===== src/rtl/input_quantizer_packer.sv =====
// Quantizes raw feature samples to 2-bit codes against three thresholds and packs
// NUM_FEAT codes into one output vector with a valid/ready handoff and a vector counter.
module input_quantizer_packer #(
  parameter int unsigned NUM_FEAT = 3,
  parameter int unsigned IN_W     = 8,
  parameter int unsigned CNT_W    = 16
) (
  input  logic                  clk,
  input  logic                  rst,
  input  logic [IN_W-1:0]       thr0,
  input  logic [IN_W-1:0]       thr1,
  input  logic [IN_W-1:0]       thr2,
  input  logic                  sync,
  input  logic                  in_valid,
  input  logic [IN_W-1:0]       in_data,
  output logic                  in_ready,
  output logic                  out_valid,
  output logic [2*NUM_FEAT-1:0] out_data,
  input  logic                  out_ready,
  output logic [CNT_W-1:0]      vec_count
);

  localparam int unsigned IdxW    = (NUM_FEAT > 1) ? $clog2(NUM_FEAT) : 1;
  localparam int unsigned DataW   = 2 * NUM_FEAT;
  localparam logic [IdxW-1:0] LastIdx = IdxW'(NUM_FEAT - 1);

  logic [IdxW-1:0]  idx_q, idx_d;
  logic [DataW-1:0] acc_q, acc_d;
  logic             out_valid_q, out_valid_d;
  logic [DataW-1:0] out_data_q, out_data_d;
  logic [CNT_W-1:0] cnt_q, cnt_d;

  logic [1:0]       code;
  logic             accept;
  logic             handshake;
  logic             complete;
  logic [IdxW-1:0]  base_idx;
  logic [DataW-1:0] base_acc;
  logic [DataW-1:0] ins;

  // Only the last slot can stall: it needs the output register to be free.
  assign in_ready  = (idx_q != LastIdx) || !out_valid_q || out_ready;
  assign accept    = in_valid && in_ready;
  assign handshake = out_valid_q && out_ready;

  always_comb begin
    code = 2'd0;
    if (in_data >= thr2) begin
      code = 2'd3;
    end else if (in_data >= thr1) begin
      code = 2'd2;
    end else if (in_data >= thr0) begin
      code = 2'd1;
    end
  end

  always_comb begin
    // A sync in the same cycle as an accept restarts the frame first, so the
    // sample lands in slot 0.
    base_idx    = sync ? '0 : idx_q;
    base_acc    = sync ? '0 : acc_q;
    complete    = accept && (base_idx == LastIdx);
    idx_d       = base_idx;
    acc_d       = base_acc;
    out_valid_d = out_valid_q;
    out_data_d  = out_data_q;
    cnt_d       = cnt_q;
    ins         = base_acc;

    if (handshake) begin
      out_valid_d = 1'b0;
      cnt_d       = cnt_q + 1'b1;
    end

    if (accept) begin
      for (int unsigned i = 0; i < NUM_FEAT; i++) begin
        if (base_idx == IdxW'(i)) begin
          ins[2*i +: 2] = code;
        end
      end
      if (complete) begin
        out_data_d  = ins;
        out_valid_d = 1'b1;
        idx_d       = '0;
        acc_d       = '0;
      end else begin
        acc_d = ins;
        idx_d = base_idx + IdxW'(1);
      end
    end
  end

  always_ff @(posedge clk or posedge rst) begin
    if (rst) begin
      idx_q       <= '0;
      acc_q       <= '0;
      out_valid_q <= 1'b0;
      out_data_q  <= '0;
      cnt_q       <= '0;
    end else begin
      idx_q       <= idx_d;
      acc_q       <= acc_d;
      out_valid_q <= out_valid_d;
      out_data_q  <= out_data_d;
      cnt_q       <= cnt_d;
    end
  end

  assign out_valid = out_valid_q;
  assign out_data  = out_data_q;
  assign vec_count = cnt_q;

endmodule


===== config.mk =====
export PLATFORM = sky130hd
export DESIGN_NAME = input_quantizer_packer
export DESIGN_NICKNAME = d
export VERILOG_FILES = /design/src/rtl/input_quantizer_packer.sv
export SDC_FILE = /design/constraint.sdc
export NUM_CORES = 1
export LEC_CHECK = 0
export CAP_MARGIN = 20
export CORE_ASPECT_RATIO = 0.7
export CORE_MARGIN = 2
export CORE_UTILIZATION = 41
export CTS_BUF_LIST = sky130_fd_sc_hd__clkbuf_16
export DETAILED_ROUTE_END_ITERATION = 10
export MAX_ROUTING_LAYER = met4
export PLACE_DENSITY = 0.73
export REMOVE_ABC_BUFFERS = 1
export SLEW_MARGIN = 0
export SYNTH_ARGS = -nofsm -noshare
export SYNTH_HDL_FRONTEND = slang
export SYNTH_SLANG_ARGS = --single-unit

===== constraint.sdc =====
create_clock -name clk -period 3.5 [get_ports clk]
set_input_delay 0.7 -clock clk [delete_from_list [all_inputs] [get_ports clk]]
set_output_delay 0.7 -clock clk [all_outputs]
set_load 0.03 [all_outputs]

======== Yosys cells after proc, flatten, opt, wreduce, memory -nomap -nowiden ========
Index checks and enable logic that the tools add are counted.
word-level totals
  RAM bits ................................ 0
  logic and storage cells ................. 36
  memory bits (read-only) ................. 0
  flip-flop bits (word level) ............. 31
  bits in latches ......................... 0
  memories kept ........................... 0
  output and inout bits ................... 24
  bits of input ports ..................... 37
operators by class
  shifts and indexed selects .............. 0
  reductions and logical operators ........ 8
  $lt $le $gt $ge ......................... 3
  bitwise gates (word level) .............. 0
  equality and inequality tests ........... 3
  mux-type cells .......................... 15
  add/subtract/negate cells ............... 2
  $mul .................................... 0
  div/mod/pow operators ................... 0
operator list
  kind                   count
  $ge 8x8->1             3
  $mux 6                 3
  $add 16x1->16 const B  1
  $mux 2                 8
  $mux 1                 4
  $logic_and 1x1->1      3
  $add 2x1->2 const B    1
  $eq 2x1->1 const B     1
  $eq 2x2->1 const B     1
  $logic_not 2->1        1
  $logic_or 1x1->1       2
  $ne 2x2->1 const B     1
  $reduce_and 2->1       1
  $logic_not 1->1        1

======== Longest topological paths before layout ========
Gate-level depths: netlist of the first run.
  word-level depth ........................ 7
  mapped depth ............................ 7
  gate-level depth less buffers ........... 7

======== Worst setup path before layout of the first run ========
No wires, ideal clock.
  path kind ............................... in2reg
  start ................................... input port out_ready
  end ..................................... register out_data_q[0] (netlist: out_data[0])
  stages .................................. 5
  data arrival time ....................... 2.081 ns
  setup time .............................. 0.125 ns
  data required time ...................... 3.375 ns
  setup slack ............................. 1.294 ns
  path buffers ............................ 1
  cell sequence ........................... nand4bb_1 and2_1 nand4_1 buf_2 mux2_2
on the way
  word-level cells in the longest chain between the ends .. 4
RTL lines
  item                                   line  RTL
  start, declared                        19    input logic out_ready,
  $logic_or 1x1->1 (*)                   42    assign in_ready = (idx_q != LastIdx) || !out_valid_q || out_ready;
  $logic_and 1x1->1 (*)                  43    assign accept = in_valid && in_ready;
  $logic_and 1x1->1                      62    complete = accept && (base_idx == LastIdx);
  $reduce_and 2->1 (no source line) (*)  -
  end signal, assigned                   104   out_data_q <= out_data_d;
  end, declared                          30    logic [DataW-1:0] out_data_q, out_data_d;
Every way passes the cells marked *; elsewhere a longest branch is shown, timed or not.
A chain may end at the register's enable or synchronous reset.

======== Final worst setup path of the first run ========
  start ................................... input port out_ready
  end ..................................... output port in_ready
on the way
  word-level cells in the longest chain between the ends .. 1
RTL lines
  item              line  RTL
  $logic_or 1x1->1  42
  end, declared     16    output logic in_ready,
No other way between the ends.

==> results of run 1 <==
==> sequential cells by signal (all words and copies together), names as in the netlist <==
register	count
vec_count	16
out_data	6
idx_q	2
acc_q	4
out_valid	1
==> metal layers <==
layer	part of all wire [%]	wire length (um)	global-route usage [%]
met5	0	0	-
met3	3.4	135	4.558
met1	53	2128	25.58
met4	0.48	19	4.608
met2	43	1710	23.81
==> worst max-delay path: stages <==
cell             delay (ns)
clkdlybuf4s50_1        0.52
nand4bb_1              0.17
clkdlybuf4s50_1        0.68
==> path summary, 6_finish.rpt <==
path                                 end
setup / recovery                in_ready
hold / removal             vec_count[15]
setup reg to reg             out_data[1]
min in group asynchronous   vec_count[7]
max in group asynchronous   vec_count[0]
hold reg to reg            vec_count[15]
==> cells by family after synthesis <==
| kind of cell | synth area share [%] |
|---|---|
| xor+xnor | 7.133 |
| simple gates | 15.22 |
| flops | 39.40 |
| buf+inv | 5.978 |
| compound gates | 12.23 |
| fa+ha+maj | 16.98 |
| mux | 3.057 |
==> layout make-up <==
cell class	instances	area, um2	share of cell area [%]
repair buffers	61	608.1	22.95
inverters	28	105.1	3.966
flip-flops and latches	29	725.7	27.38
well taps	55	68.82	2.597
clock inverters	3	11.26	0.4249
clock buffers	5	125.1	4.721
multi-input cells	128	1006	37.96
==> Yosys cell counts (all sizes together) <==
cell type | number | share of area [%]
dfrtp | 29 | 39
inv | 28 | 5.7
ha | 25 | 17
nand2 | 16 | 3.3
xnor2 | 11 | 5.2
a21oi | 8 | 2.2
o21ai | 8 | 2.2
nand3 | 6 | 1.6
nand4 | 6 | 2.0
nor2 | 6 | 1.2
mux2 | 5 | 3.1
nand2b | 4 | 1.4
xor2 | 4 | 1.9
and3 | 3 | 1.0
and4 | 3 | 1.4
a2111oi | 2 | 2.0
a221oi | 2 | 0.95
and2 | 2 | 0.68
nor2b | 2 | 0.68
o211ai | 2 | 0.81
o31ai | 2 | 1.1
a211o | 1 | 0.54
a21o | 1 | 0.41
a22oi | 1 | 0.41
a31oi | 1 | 0.34
a32oi | 1 | 0.48
and2b | 1 | 0.48
and3b | 1 | 0.54
buf | 1 | 0.27
nand4bb | 1 | 0.61
nor3 | 1 | 0.27
o2111ai | 1 | 0.48
o21a | 1 | 0.41
==> through the flow <==
step | worst slack (ns) | area [um2]
after CTS | 0.7311 | 2650
after global routing | 0.6679 | 2650
after detailed placement | 0.6396 | 2514
after global placement | 0.6749 | 2514
final | 0.7237 | 2650
after floorplan | 1.287 | 1837
==> power by group through the flow <==
stage | clock network, mW | logic (mW) | registers, mW
after global placement | 0 | 0.300 | 0.414
after CTS | 0.400 | 0.306 | 0.410
after global routing | 0.414 | 0.331 | 0.416
final | 0.389 | 0.304 | 0.409
after detailed placement | 0 | 0.305 | 0.415
after floorplan | 0 | 0.105 | 0.472
==> impl_metrics.env, run 1 <==
export IMPL_status="finished clean"
export IMPL_wl_per_cell_um=12.93
export IMPL_tightest_slew_ns=0.5712
export IMPL_coreArea_um2=4329
export IMPL_syn_area_per_cell_um2=9.902
export IMPL_fin_crit_ns=2.776
export IMPL_cts_tree="yes"
export IMPL_clockRootBuffer="clkbuf_16"
export IMPL_ios=61
export IMPL_power_frac_comb_pct=27.5
export IMPL_totalWireLength_um=3994
export IMPL_clk_latency_ns=0.27
export IMPL_swShare_pct=29.45
export IMPL_relSlewSlack_pct=60.94
export IMPL_p_clk_share_pct=35.3
export IMPL_critPathLaunchType="primary input"
export IMPL_drive_gt1_share_pct=6.299
export IMPL_gp_congestion=0.8312
export IMPL_globalRoute_totalOverflow=0
export IMPL_grt_pass1_vias=1427
export IMPL_cts_resized=0
export IMPL_report_final_hold_viol_count=0
export IMPL_post_cts_setup_buffer_count=0
export IMPL_yosysUniqueCellTypes=36
export IMPL_rows=20
export IMPL_mostFrequentLayoutCell="clkdlybuf4s50_1"
export IMPL_cts_buffers=5
export IMPL_arrival_ns=2.08
export IMPL_regToRegStartpoint="idx_q[0]"
export IMPL_synth_warnings=0
export IMPL_dp_cells=301
export IMPL_internal_power_uw=777.5
export IMPL_synth_cells=186
export IMPL_reg2regPathDepth=4
export IMPL_viasPerCell=4.883
export IMPL_antenna_found_initial=0
export IMPL_syn_cell_area_um2=1842
export IMPL_clock_sinks=29
export IMPL_pwr_density_cell_nw_per_um2=415.9
export IMPL_period_share_pct=79.32
export IMPL_final_max_slew_viol_count=0
export IMPL_ys_seq_elements=29
export IMPL_die_area_um2=5053
export IMPL_p_leak_nw=1.265
export IMPL_hold_path_startpoint="vec_count[15]"
export IMPL_fill_cells=372
export IMPL_timing_hold_ws_ns=0.4603
export IMPL_fin_nets=315
export IMPL_cp_required_ns=2.80
export IMPL_worstSetupPathType="in2out"
export IMPL_fmax_mhz=360.2
export IMPL_p_switching_uw=324.6
export IMPL_h_tree_depth=2
export IMPL_cp_max_fo=4
export IMPL_skew_ns=0.002662
export IMPL_fin_cells=309
export IMPL_die_w_um=84.11
export IMPL_drcViolationCount=0
export IMPL_min_path_cells=1
export IMPL_reg2reg_slack_ns=1.74
export IMPL_fin_util_pct=61.21
export IMPL_cp_startpoint="out_ready"
export IMPL_dpl_hpwl_um=3187
export IMPL_peakVddDrop_mv=0.2467
export IMPL_drv_cap=0
export IMPL_min_path_type="reg2reg"
export IMPL_grt_pass1_wl_um=6665
export IMPL_drt_iter0_drc=60
export IMPL_grt_max_degree=30
export IMPL_cts_hold_buffers=0
export IMPL_worst_setup_path_end_kind="primary output"
export IMPL_setup_tns_ns=0
export IMPL_seqPwrFrac_pct=37.2
export IMPL_power_mw=1.102
export IMPL_setup_violations=0
export IMPL_vias=1509
export IMPL_cts_buffer_depth=2
export IMPL_antennaDiodeCount=0
export IMPL_initial_core_util_pct=42.54
export IMPL_areaGrowthSynthToFinish_pct=43.89
export IMPL_grt_usage_pct=17.50
export IMPL_antenna_left=0
export IMPL_grt_setup_unrepaired="no"
export IMPL_ys_seq_area_share_pct=39.40
export IMPL_drtPass1Iterations=4
export IMPL_portBuffers=60
export IMPL_final_cell_mix="clkdlybuf4s50_1, inv_1, dfrtp_1"
export IMPL_die_h_um=60.08
export IMPL_path_clk_slew_ns=0.05
Note: power is estimated with default switching activity, not from simulation.
==> inputs of run 2 (changes only) <==
--- a/config.mk
+++ b/config.mk
@@ -12,7 +12,7 @@
 export CTS_BUF_LIST = sky130_fd_sc_hd__clkbuf_16
 export DETAILED_ROUTE_END_ITERATION = 10
 export MAX_ROUTING_LAYER = met4
-export PLACE_DENSITY = 0.73
+export PLACE_DENSITY = 0.76
 export REMOVE_ABC_BUFFERS = 1
 export SLEW_MARGIN = 0
 export SYNTH_ARGS = -nofsm -noshare
==> constraint.sdc (replaced) <==
create_clock -name clk -period 2.25 [get_ports clk]
set_input_delay 0.45 -clock clk [delete_from_list [all_inputs] [get_ports clk]]
set_output_delay 0.45 -clock clk [all_outputs]
set_load 0.03 [all_outputs]
==> run 2 against run 1 <==
  * Count of clock-buffer cells in the layout stayed put
  * Sequential power is 57% higher
  * Core utilization is 4.0 points higher
  * Largest power group unchanged
  * Routed wire length is 3.6% higher
  * Largest cell class unchanged
  * Critical endpoint is now acc_q[2]
==> impl_metrics.env, run 2 (synthesis gave the netlist of run 1 again) <==
export IMPL_use_met1_pct=24.61
export IMPL_clockRootBuffer="clkbuf_16"
export IMPL_min_path_cells=1
export IMPL_swShare_pct=29.24
export IMPL_cts_buffers=5
export IMPL_globalRoute_totalOverflow=0
export IMPL_cpMaxStageDelayCell="clkdlybuf4s50_1"
export IMPL_dpl_hpwl_um=3240
export IMPL_seqPwrFrac_pct=36.9
export IMPL_antennaDiodeCount=0
export IMPL_grt_max_degree=30
export IMPL_gp_congestion=0.8546
export IMPL_wl_per_cell_um=12.77
export IMPL_path_clk_slew_ns=0.05
export IMPL_cp_required_ns=2.42
export IMPL_portBuffers=60
export IMPL_drcViolationCount=0
export IMPL_coreArea_um2=4329
export IMPL_fin_util_pct=65.23
export IMPL_final_max_slew_viol_count=0
export IMPL_ios=61
export IMPL_fmax_mhz=460.7
export IMPL_die_w_um=84.11
export IMPL_rows=20
export IMPL_initial_core_util_pct=42.54
export IMPL_fin_nets=331
export IMPL_pwr_density_cell_nw_per_um2=616.9
export IMPL_final_cell_mix="clkdlybuf4s50_1, dfrtp_1, inv_1"
export IMPL_fin_crit_ns=2.170
export IMPL_status="finished clean"
export IMPL_crit_path_frequent_cell="a221oi_2"
export IMPL_skew_ns=0.006587
export IMPL_viasPerCell=4.923
export IMPL_drt_iter0_drc=62
export IMPL_p_leak_nw=1.371
export IMPL_period_share_pct=96.46
export IMPL_hold_path_startpoint="vec_count[15]"
export IMPL_power_mw=1.742
export IMPL_clk_latency_ns=0.27
export IMPL_cp_startpoint="thr1[7]"
export IMPL_r2r_end="out_data[1]"
export IMPL_mostFrequentLayoutCell="clkdlybuf4s50_1"
export IMPL_grt_usage_pct=16.92
export IMPL_antenna_left=0
export IMPL_cpPeakStageDelay_ns=0.46
export IMPL_drtPass1Iterations=4
export IMPL_cts_buffer_depth=2
export IMPL_power_frac_comb_pct=29.2
export IMPL_drive_gt1_share_pct=15.61
export IMPL_report_final_hold_viol_count=0
export IMPL_antenna_found_initial=0
export IMPL_clock_sinks=29
export IMPL_cts_tree="yes"
export IMPL_drv_cap=0
export IMPL_busiest_layer="met1"
export IMPL_tightest_slew_ns=0.3751
export IMPL_pre_cts_ws_ns=-0.3037
export IMPL_areaGrowthSynthToFinish_pct=53.33
export IMPL_setup_tns_ns=0
export IMPL_setup_violations=0
export IMPL_p_clk_share_pct=34.0
export IMPL_largest_reg_flops=16
export IMPL_worstSetupPathType="in2reg"
export IMPL_arrival_ns=2.34
export IMPL_peakVddDrop_mv=0.3577
export IMPL_totalWireLength_um=4137
export IMPL_regToRegStartpoint="idx_q[0]"
export IMPL_die_h_um=60.08
export IMPL_reg2regPathDepth=5
export IMPL_grt_pass1_wl_um=6417
export IMPL_reg2reg_slack_ns=0.59
export IMPL_relSlewSlack_pct=74.88
export IMPL_path_cells="clkdlybuf4s50_1 -> inv_1 -> ha_1 -> and4_1 -> a221oi_2 -> o211ai_1 -> a221oi_2"
export IMPL_die_area_um2=5053
export IMPL_p_switching_uw=509.4
export IMPL_grt_pass1_vias=1395
export IMPL_hold_end="vec_count[15]"
export IMPL_min_path_type="reg2reg"
export IMPL_critPathLaunchType="primary input"
export IMPL_internal_power_mw=1.233
export IMPL_grt_use_met2_pct=23.70
export IMPL_worst_setup_path_end_kind="register"
export IMPL_timing_hold_ws_ns=0.4661
export IMPL_setup_ws_ns=0.07958
export IMPL_vias=1595
export IMPL_cp_max_fo=3
export IMPL_h_tree_depth=2
export IMPL_met3_usage_pct=4.420
==> run 2: cell types whose count changed in the layout (fill, tap and decap cells not counted), moves of 2 or more <==
cell	change
a221oi_2	+2
buf_4	+17
inv_1	-3
a21oi_2	+2
dlymetal6s2s_1	+3
a21oi_1	-2
clkdlybuf4s50_1	-4
a221oi_1	-2
==> run 2: final cells by class <==
class                   count  area [um2]
clock inverters             2       7.507
repair buffers             77       733.2
clock buffers               5       125.1
well taps                  55       68.82
flip-flops and latches     29       725.7
multi-input cells         128        1059
inverters                  28       105.1
fillers                   347        1505
==> run 2: worst max-delay path by stage <==
stage	end	slack [ns]	cells past startpoint
2_1_floorplan	out_data[0]	0.24	4
3_3_place_gp	acc_q[2]	-0.26	9
3_5_place_dp	acc_q[2]	-0.30	10
4_1_cts	acc_q[2]	0.01	9
5_1_grt	acc_q[2]	-0.04	8
6_report	acc_q[2]	0.08	7
==> run 2: critical path: cells and delay by family <==
family	cells	cell delay, ns
adder cells (fa/ha/maj)	1	0.32
buffers and inverters	2	0.50
AND/OR/NAND/NOR	1	0.23
AO/OA/AOI/OAI	3	0.83
==> run 2: layer usage <==
| layer | share of wire, % | wire length, um |
|---|---|---|
| met1 | 52 | 2131 |
| met5 | 0 | 0 |
| met2 | 44 | 1809 |
| met4 | 0 | 0 |
| met3 | 4.7 | 195 |
==> run 2: per-stage QoR <==
step,instances,instance area (um2)
5_1_grt,324,2824
6_report,324,2824
3_3_place_gp,317,2631
3_5_place_dp,317,2631
2_1_floorplan,185,1837
4_1_cts,324,2779
==> run 2: power by group through the flow <==
stage          Sequential, mW  Combinational, mW  Clock (mW)
2_1_floorplan           0.733              0.164           0
3_3_place_gp            0.646              0.482           0
3_5_place_dp            0.647              0.490           0
4_1_cts                 0.641              0.500       0.603
5_1_grt                 0.652              0.557       0.630
6_report                0.642              0.508       0.592
==> run 2: what timing repair did <==
action,4_1_cts,5_1_grt
pin swaps,1,6
setup buffers,0,0
hold buffers,0,0
endpoints found under the setup margin,4,6
gates cloned,0,0
resized for setup,3,11
